$ cat config.mk
export PLATFORM = sky130hd
export DESIGN_NAME = mem_arbiter
export DESIGN_NICKNAME = d
export VERILOG_FILES = /design/src/rtl/mem_arbiter.sv
export SDC_FILE = /design/constraint.sdc
export NUM_CORES = 1
export LEC_CHECK = 0
export CELL_PAD_IN_SITES_DETAIL_PLACEMENT = 0
export CELL_PAD_IN_SITES_GLOBAL_PLACEMENT = 1
export CORE_UTILIZATION = 12
export DETAILED_ROUTE_END_ITERATION = 6
export PLACE_DENSITY_LB_ADDON = 0.1
export SLEW_MARGIN = 10
export SYNTH_ARGS = -nofsm -noshare
export SYNTH_HDL_FRONTEND = slang
export SYNTH_SLANG_ARGS = --single-unit
$ cat constraint.sdc
create_clock -name clk -period 2.1 [get_ports clk]
set_input_delay 0.42 -clock clk [delete_from_list [all_inputs] [get_ports clk]]
set_output_delay 0.42 -clock clk [all_outputs]
set_load 0.05 [all_outputs]
$ cat src/rtl/mem_arbiter.sv
// Two-to-one arbiter sharing one single-port memory between instruction fetch and data access.
// Data has priority; a saturating starvation counter forces fetch to win after MAX_WAIT losses.
module mem_arbiter #(
    parameter int MAX_WAIT = 4
) (
    input  logic        clk,
    input  logic        clr,

    input  logic        i_req,
    input  logic [31:0] i_addr,
    output logic        i_gnt,
    output logic        i_rvalid,
    output logic [31:0] i_rdata,

    input  logic        d_req,
    input  logic        d_we,
    input  logic [31:0] d_addr,
    input  logic [31:0] d_wdata,
    input  logic [3:0]  d_be,
    output logic        d_gnt,
    output logic        d_rvalid,
    output logic [31:0] d_rdata,

    output logic        mem_req,
    output logic        mem_we,
    output logic [31:0] mem_addr,
    output logic [31:0] mem_wdata,
    output logic [3:0]  mem_be,
    input  logic        mem_gnt,
    input  logic        mem_rvalid,
    input  logic [31:0] mem_rdata,

    output logic        err
);

    typedef enum logic [0:0] {
        ST_IDLE = 1'b0,
        ST_BUSY = 1'b1
    } state_t;

    typedef enum logic [0:0] {
        OWN_I = 1'b0,
        OWN_D = 1'b1
    } owner_t;

    localparam logic [3:0] MAX_WAIT_C = 4'(MAX_WAIT);

    state_t      state_r;
    owner_t      owner_r;
    logic [3:0]  starveCnt_r;
    logic        err_r;

    logic        idle_s;
    logic        selD_s;
    logic        selI_s;
    logic        accept_s;

    // Arbitration, memory request mux, grants and response routing.
    always_comb begin
        idle_s   = (state_r == ST_IDLE);
        selD_s   = d_req && !(i_req && (starveCnt_r == MAX_WAIT_C));
        selI_s   = i_req && !selD_s;
        mem_req  = idle_s && (i_req || d_req);
        accept_s = mem_req && mem_gnt;
        i_gnt    = accept_s && selI_s;
        d_gnt    = accept_s && selD_s;

        if (selD_s) begin
            mem_we    = d_we;
            mem_addr  = d_addr;
            mem_wdata = d_wdata;
            mem_be    = d_be;
        end else begin
            mem_we    = 1'b0;
            mem_addr  = i_addr;
            mem_wdata = 32'd0;
            mem_be    = 4'b1111;
        end

        i_rvalid = !idle_s && mem_rvalid && (owner_r == OWN_I);
        d_rvalid = !idle_s && mem_rvalid && (owner_r == OWN_D);
        i_rdata  = mem_rdata;
        d_rdata  = mem_rdata;
        err      = err_r;
    end

    // Transaction FSM, owner tracking, fetch starvation counter and sticky error flag.
    always_ff @(posedge clk or posedge clr) begin
        if (clr) begin
            state_r     <= ST_IDLE;
            owner_r     <= OWN_I;
            starveCnt_r <= 4'd0;
            err_r       <= 1'b0;
        end else begin
            case (state_r)
                ST_IDLE: begin
                    // A response with nothing outstanding is dropped and flagged.
                    if (mem_rvalid) begin
                        err_r <= 1'b1;
                    end
                    if (accept_s) begin
                        state_r <= ST_BUSY;
                        owner_r <= selD_s ? OWN_D : OWN_I;
                    end
                end
                ST_BUSY: begin
                    if (mem_rvalid) begin
                        state_r <= ST_IDLE;
                    end
                end
                default: begin
                    state_r <= ST_IDLE;
                end
            endcase

            if (!i_req || i_gnt) begin
                starveCnt_r <= 4'd0;
            end else if (d_gnt && (starveCnt_r != MAX_WAIT_C)) begin
                starveCnt_r <= starveCnt_r + 4'd1;
            end
        end
    end

endmodule
Yosys cells after proc, flatten, opt, wreduce, memory -nomap -nowiden

Cells that the tools add are included.

$add $sub $neg: 1
Eq/ne operators: 2
Muxes and demuxes: 10
Bitwise operators: 2
Reduce and logical (&&, ||, !) cells: 19

Operator list:

| cell                                                                    | number |
|---|---|
| 32-bit two-way mux                                                      | 2 |
| 4-bit two-way mux                                                       | 3 |
| 1-bit logical AND                                                       | 11 |
| 4-bit by 1-bit adder with 4-bit output, second input constant           | 1 |
| 4-bit by 3-bit == test with 1-bit output, second input constant         | 1 |
| 1-bit two-way mux                                                       | 4 |
| 4-bit by 3-bit inequality test with 1-bit output, second input constant | 1 |
| 2-bit AND reduction                                                     | 2 |
| 1-bit logical NOT                                                       | 3 |
| 1-bit logical OR                                                        | 2 |
| 1-bit NOT                                                               | 2 |
| 1-bit case mux with 2 select lines                                      | 1 |
| 2-bit nonzero test                                                      | 1 |

Flip-flop bits (word level): 7
Input bits: 139
Output and inout bits: 139

Depth between registers and ports, before layout

Depth in word-level cells: 9
Gate-level depth with buffers: 6
Depth with buffers taken out: 5

Least setup slack after synthesis

No wires, ideal clock.

Path type: register to output
From: reg starveCnt_r[0]
To: out d_gnt
Arrival: 2.061 ns
Data required time: 1.680 ns
Slack: -0.381 ns
Stages on the path, launching flop included: 7
Buffers on the path: 1
Path through: dfrtp_1 > inv_1 > ha_1 > nand3b_4 > o21ai_4 > buf_6 > nor3_1

Word-level cells in the longest chain between the ends: 5

RTL lines:

| what                                     | line | text |
|---|---|---|
| from (decl)                              | 50   | `logic [3:0] starveCnt_r;` |
| from (signal assigned)                   | 119  | `starveCnt_r <= starveCnt_r + 4'd1;` |
| 4-bit by 3-bit == test with 1-bit output | 61   | `selD_s = d_req && !(i_req && (starveCnt_r == MAX_WAIT_C));` |
| 1-bit logical AND                        | 61   |  |
| 1-bit logical NOT                        | 61   |  |
| 1-bit logical AND                        | 61   |  |
| 1-bit logical AND                        | 66   | `d_gnt = accept_s && selD_s;` |
| to (decl)                                | 20   | `output logic d_gnt,` |

No other way between the ends.

Worst setup path after layout

From: reg starveCnt_r[0]
To: out mem_addr[2]

Word-level cells in the longest chain between the ends: 5

RTL lines:

| what                                     | line | text |
|---|---|---|
| 4-bit by 3-bit == test with 1-bit output | 61   |  |
| 1-bit logical AND                        | 61   |  |
| 1-bit logical NOT                        | 61   |  |
| 1-bit logical AND                        | 61   |  |
| 32-bit two-way mux                       | 68   | `if (selD_s) begin` |
| to (decl)                                | 26   | `output logic [31:0] mem_addr,` |

No other way between the ends.

==> results.py <==
metrics = {
    "floorplan": {
        "io-pin-count": 278,
        "core_um2": 12670,
        "dieArea_um2": 13460,
        "die_x_um": 116.0,
        "initial_core_util_pct": 12.31,
        "rows": 41,
        "die-height_um": 116.0,
    },
    "pwr": {
        "p_clk_share_pct": 19.2,
        "switching_share_pct": 37.70,
        "comb_power_share_pct": 71.6,
        "switchingPower_uw": 630.4,
        "intPower_mw": 1.042,
        "total_power_mw": 1.672,
        "pwr-share-seq_pct": 9.2,
        "p_leak_nw": 1.847,
        "ir_drop_mv": 0.1767,
        "p_per_area_nw_per_um2": 392.5,
    },
    "yosys": {
        "netlist_instances": 188,
        "synthAdderAreaFrac_pct": 1.604,
        "synth_top_family_by_area": "buffers and inverters",
        "synthXorXnorAreaFrac_pct": 0,
        "synth_cell_types": 29,
        "ys_warn_count": 0,
        "synth_top_area_share_pct": 31.28,
        "yosysSeqAreaShare_pct": 11.23,
        "netlist_area_um2": 1560,
        "synth_compound_area_share_pct": 4.972,
        "postSynth.asyncResetShare_pct": 100.0,
        "synthSimpleGateAreaFrac_pct": 23.42,
        "synth_ff_type": "dfrtp_1",
        "ys_ff_latch": 7,
        "synth_area_leader_cell": "buf_4",
        "muxShareOfSynthArea_pct": 23.10,
        "synth_edf_count": 0,
        "yosys-top-cells-area": "buf_4, mux2_2, and2_1, dfrtp_1, mux2_1",
        "syn_area_per_cell_um2": 8.299,
        "synth_fp_nets": 329,
    },
    "placement": {
        "io_buffers": 181,
        "gp_congestion": 0.6945,
        "hpwl_mm": 5.187,
        "dp.cells": 481,
        "pre_cts_ws_ps": -286.6,
    },
    "clock_network": {
        "cts_buffers": 3,
        "clock_sinks": 7,
        "clk_path_buf_depth": 2,
        "insertion_delay_ps": 230,
        "cts.clk_slew.worst_paths_ps": 40,
        "htreeDepth": 1,
        "root_buffer": "clkbuf_16",
        "cts_tree": "done",
        "cts_hold_buf": 0,
    },
    "layout": {
        "drive_above_1_share_pct": 54.71,
        "final_common_cell": "clkdlybuf4s50_1",
        "final_cells": 501,
        "area_growth_pct": 173.1,
        "antenna_cells": 0,
        "final_core_util_pct": 33.62,
        "fill_cells": 1288,
        "mostFrequentLayoutCells": "clkdlybuf4s50_1, buf_12, and2_4",
        "fin_nets": 471,
    },
    "critical_path": {
        "arrival_ps": 1920,
        "crit_path_end_kind": "output pin",
        "critPathSlowestCell": "dfrtp_1",
        "critPathLaunchType": "flop",
        "cpMostUsedCell": "buf_6",
        "critPathTopFamily": "buffers and inverters",
        "critPathKind": "flop to output pin",
        "cp_cell_sequence": "inv_2 -> ha_4 -> nand3b_4 -> o21ai_4 -> buf_6 -> clkbuf_16 -> mux2_2 -> buf_6",
        "crit_fanout": 8,
        "worstPathRequired_ps": 1680,
        "max_stage_delay_ps": 380,
        "critPathBufInv": 4,
    },
    "grt": {
        "grt-ovfl-total": 0,
        "track_usage_pct": 9.413,
        "grt_max_degree": 20,
        "grtUsageMet2_pct": 17.62,
        "grt_busiest_layer": "met2",
        "grtUsageMet1_pct": 9.122,
        "antenna_found_initial": 0,
        "use_met3_pct": 4.446,
        "grt_pass1_wl_mm": 9.473,
        "grt_pass1_vias": 1742,
    },
    "timing": {
        "tightest_slew_ps": 488.7,
        "rsz0062_at_grt": "yes",
        "hold_viol": 0,
        "timing.fmax_mhz": 426.8,
        "fin_ws_ps": -243.2,
        "setup_viol_count_final": 70,
        "post-route-period-util_pct": 111.6,
        "fin_skew_ps": 0.9627,
        "slew_violations": 0,
        "fin_setup_tns_ps": -12120,
        "slew_headroom_pct": 67.32,
        "period_needed_ps": 2343,
    },
    "run": {
        "max_cap_viol_count": 0,
    },
    "run_status": {
        "violations": "negative setup slack",
        "outcome": "finished with violations",
    },
    "route": {
        "first_iter_violations": 24,
        "wl_per_cell_um": 14.65,
        "drc": 0,
        "ant_nets": 0,
        "drt_wl_total_mm": 7.341,
        "vias": 1795,
        "drt_pass1_iterations": 4,
        "viasPerCell": 3.583,
    },
    "worst_hold_path": {
        "hold_path_class": "input port to asynchronous set/reset pin",
    },
}
## synthesized netlist by cell type (2+ instances only)
| cell type | instances |
|---|---|
| a21oi_1 | 3 |
| inv_1 | 5 |
| clkbuf_1 | 3 |
| buf_6 | 3 |
| dfrtp_1 | 7 |
| buf_4 | 65 |
| mux2_2 | 28 |
| and3_1 | 2 |
| ha_1 | 2 |
| nand4_1 | 4 |
| nand3_1 | 3 |
| nor2_1 | 3 |
| nand2_1 | 5 |
| nand2b_1 | 5 |
| mux2_1 | 4 |
| and2_1 | 33 |
## repair_timing
| action | in CTS | in global routing |
|---|---|---|
| resized for setup | 95 | 25 |
| buffers inserted | 5 | 1 |
| endpoints found under the hold margin | 0 | 0 |
| endpoints found under the setup margin | 70 | 70 |
| cloned | 5 | 6 |
## sequential cells by signal, summed over array words and instances, names as in the netlist
signal	cells
err	1
owner_r	1
starveCnt_r	4
state_r	1
## cells by family (layout without fill, tap and decap cells)
family                   Yosys count  after routing
multiplexers                      32             32
flip-flops                         7              7
adder cells (fa/ha/maj)            2              2
AO/OA/AOI/OAI                     10             10
AND/OR/NAND/NOR                   60             60
buffers and inverters             77            218
## routing by layer
| layer | part of all wire (%) | up-vias |
|---|---|---|
| met1 | 31 | 801 |
| met2 | 54 | 140 |
| met5 | 0 | - |
| li1 | - | 838 |
| met3 | 13 | 16 |
| met4 | 1.5 | 0 |
## metrics by stage
step	hold slack [ps]	area, um2
4_1_cts	454.4	4054
6_report	446.6	4260
3_3_place_gp	439.7	3497
3_5_place_dp	446.7	3497
5_1_grt	462.5	4260
2_1_floorplan	223.4	1565
## worst paths after layout
path | startpoint | to | slack [ps] | cells past startpoint
max in group asynchronous | clr | state_r | 1420 | 2
min in group clk | err | err | 450 | 1
worst min register to register | err | err | 450 | 1
worst max register to register | state_r | starveCnt_r[3] | 650 | 4
worst min-delay path | clr | starveCnt_r[1] | 450 | 2
worst max-delay path | starveCnt_r[0] | mem_addr[2] | -240 | 8
## worst reg2reg max path, stage by stage (launching register included)
cell and delay (ps):
dfrtp_1 420, nand2b_1 210, buf_4 180, or3_1 300, o311ai_1 230
## area by class of cell
type                    instances  area [um2]  share of cell area [%]
repair buffers                209        2724                   63.94
multi-input cells             104        1049                   24.61
well taps                     172       215.2                   5.051
flip-flops and latches          7       175.2                   4.112
clock buffers                   4       78.83                   1.850
inverters                       5       18.77                  0.4405
## power groups by stage
stage / registers, mW / logic [mW] / clock network (mW)
4_1_cts: 0.153 / 1.15 / 0.327
3_3_place_gp: 0.155 / 1.01 / 0
3_5_place_dp: 0.155 / 1.00 / 0
2_1_floorplan: 0.153 / 0.813 / 0
5_1_grt: 0.155 / 1.25 / 0.335
6_report: 0.154 / 1.20 / 0.322
Power figures use the tool's default switching activity.
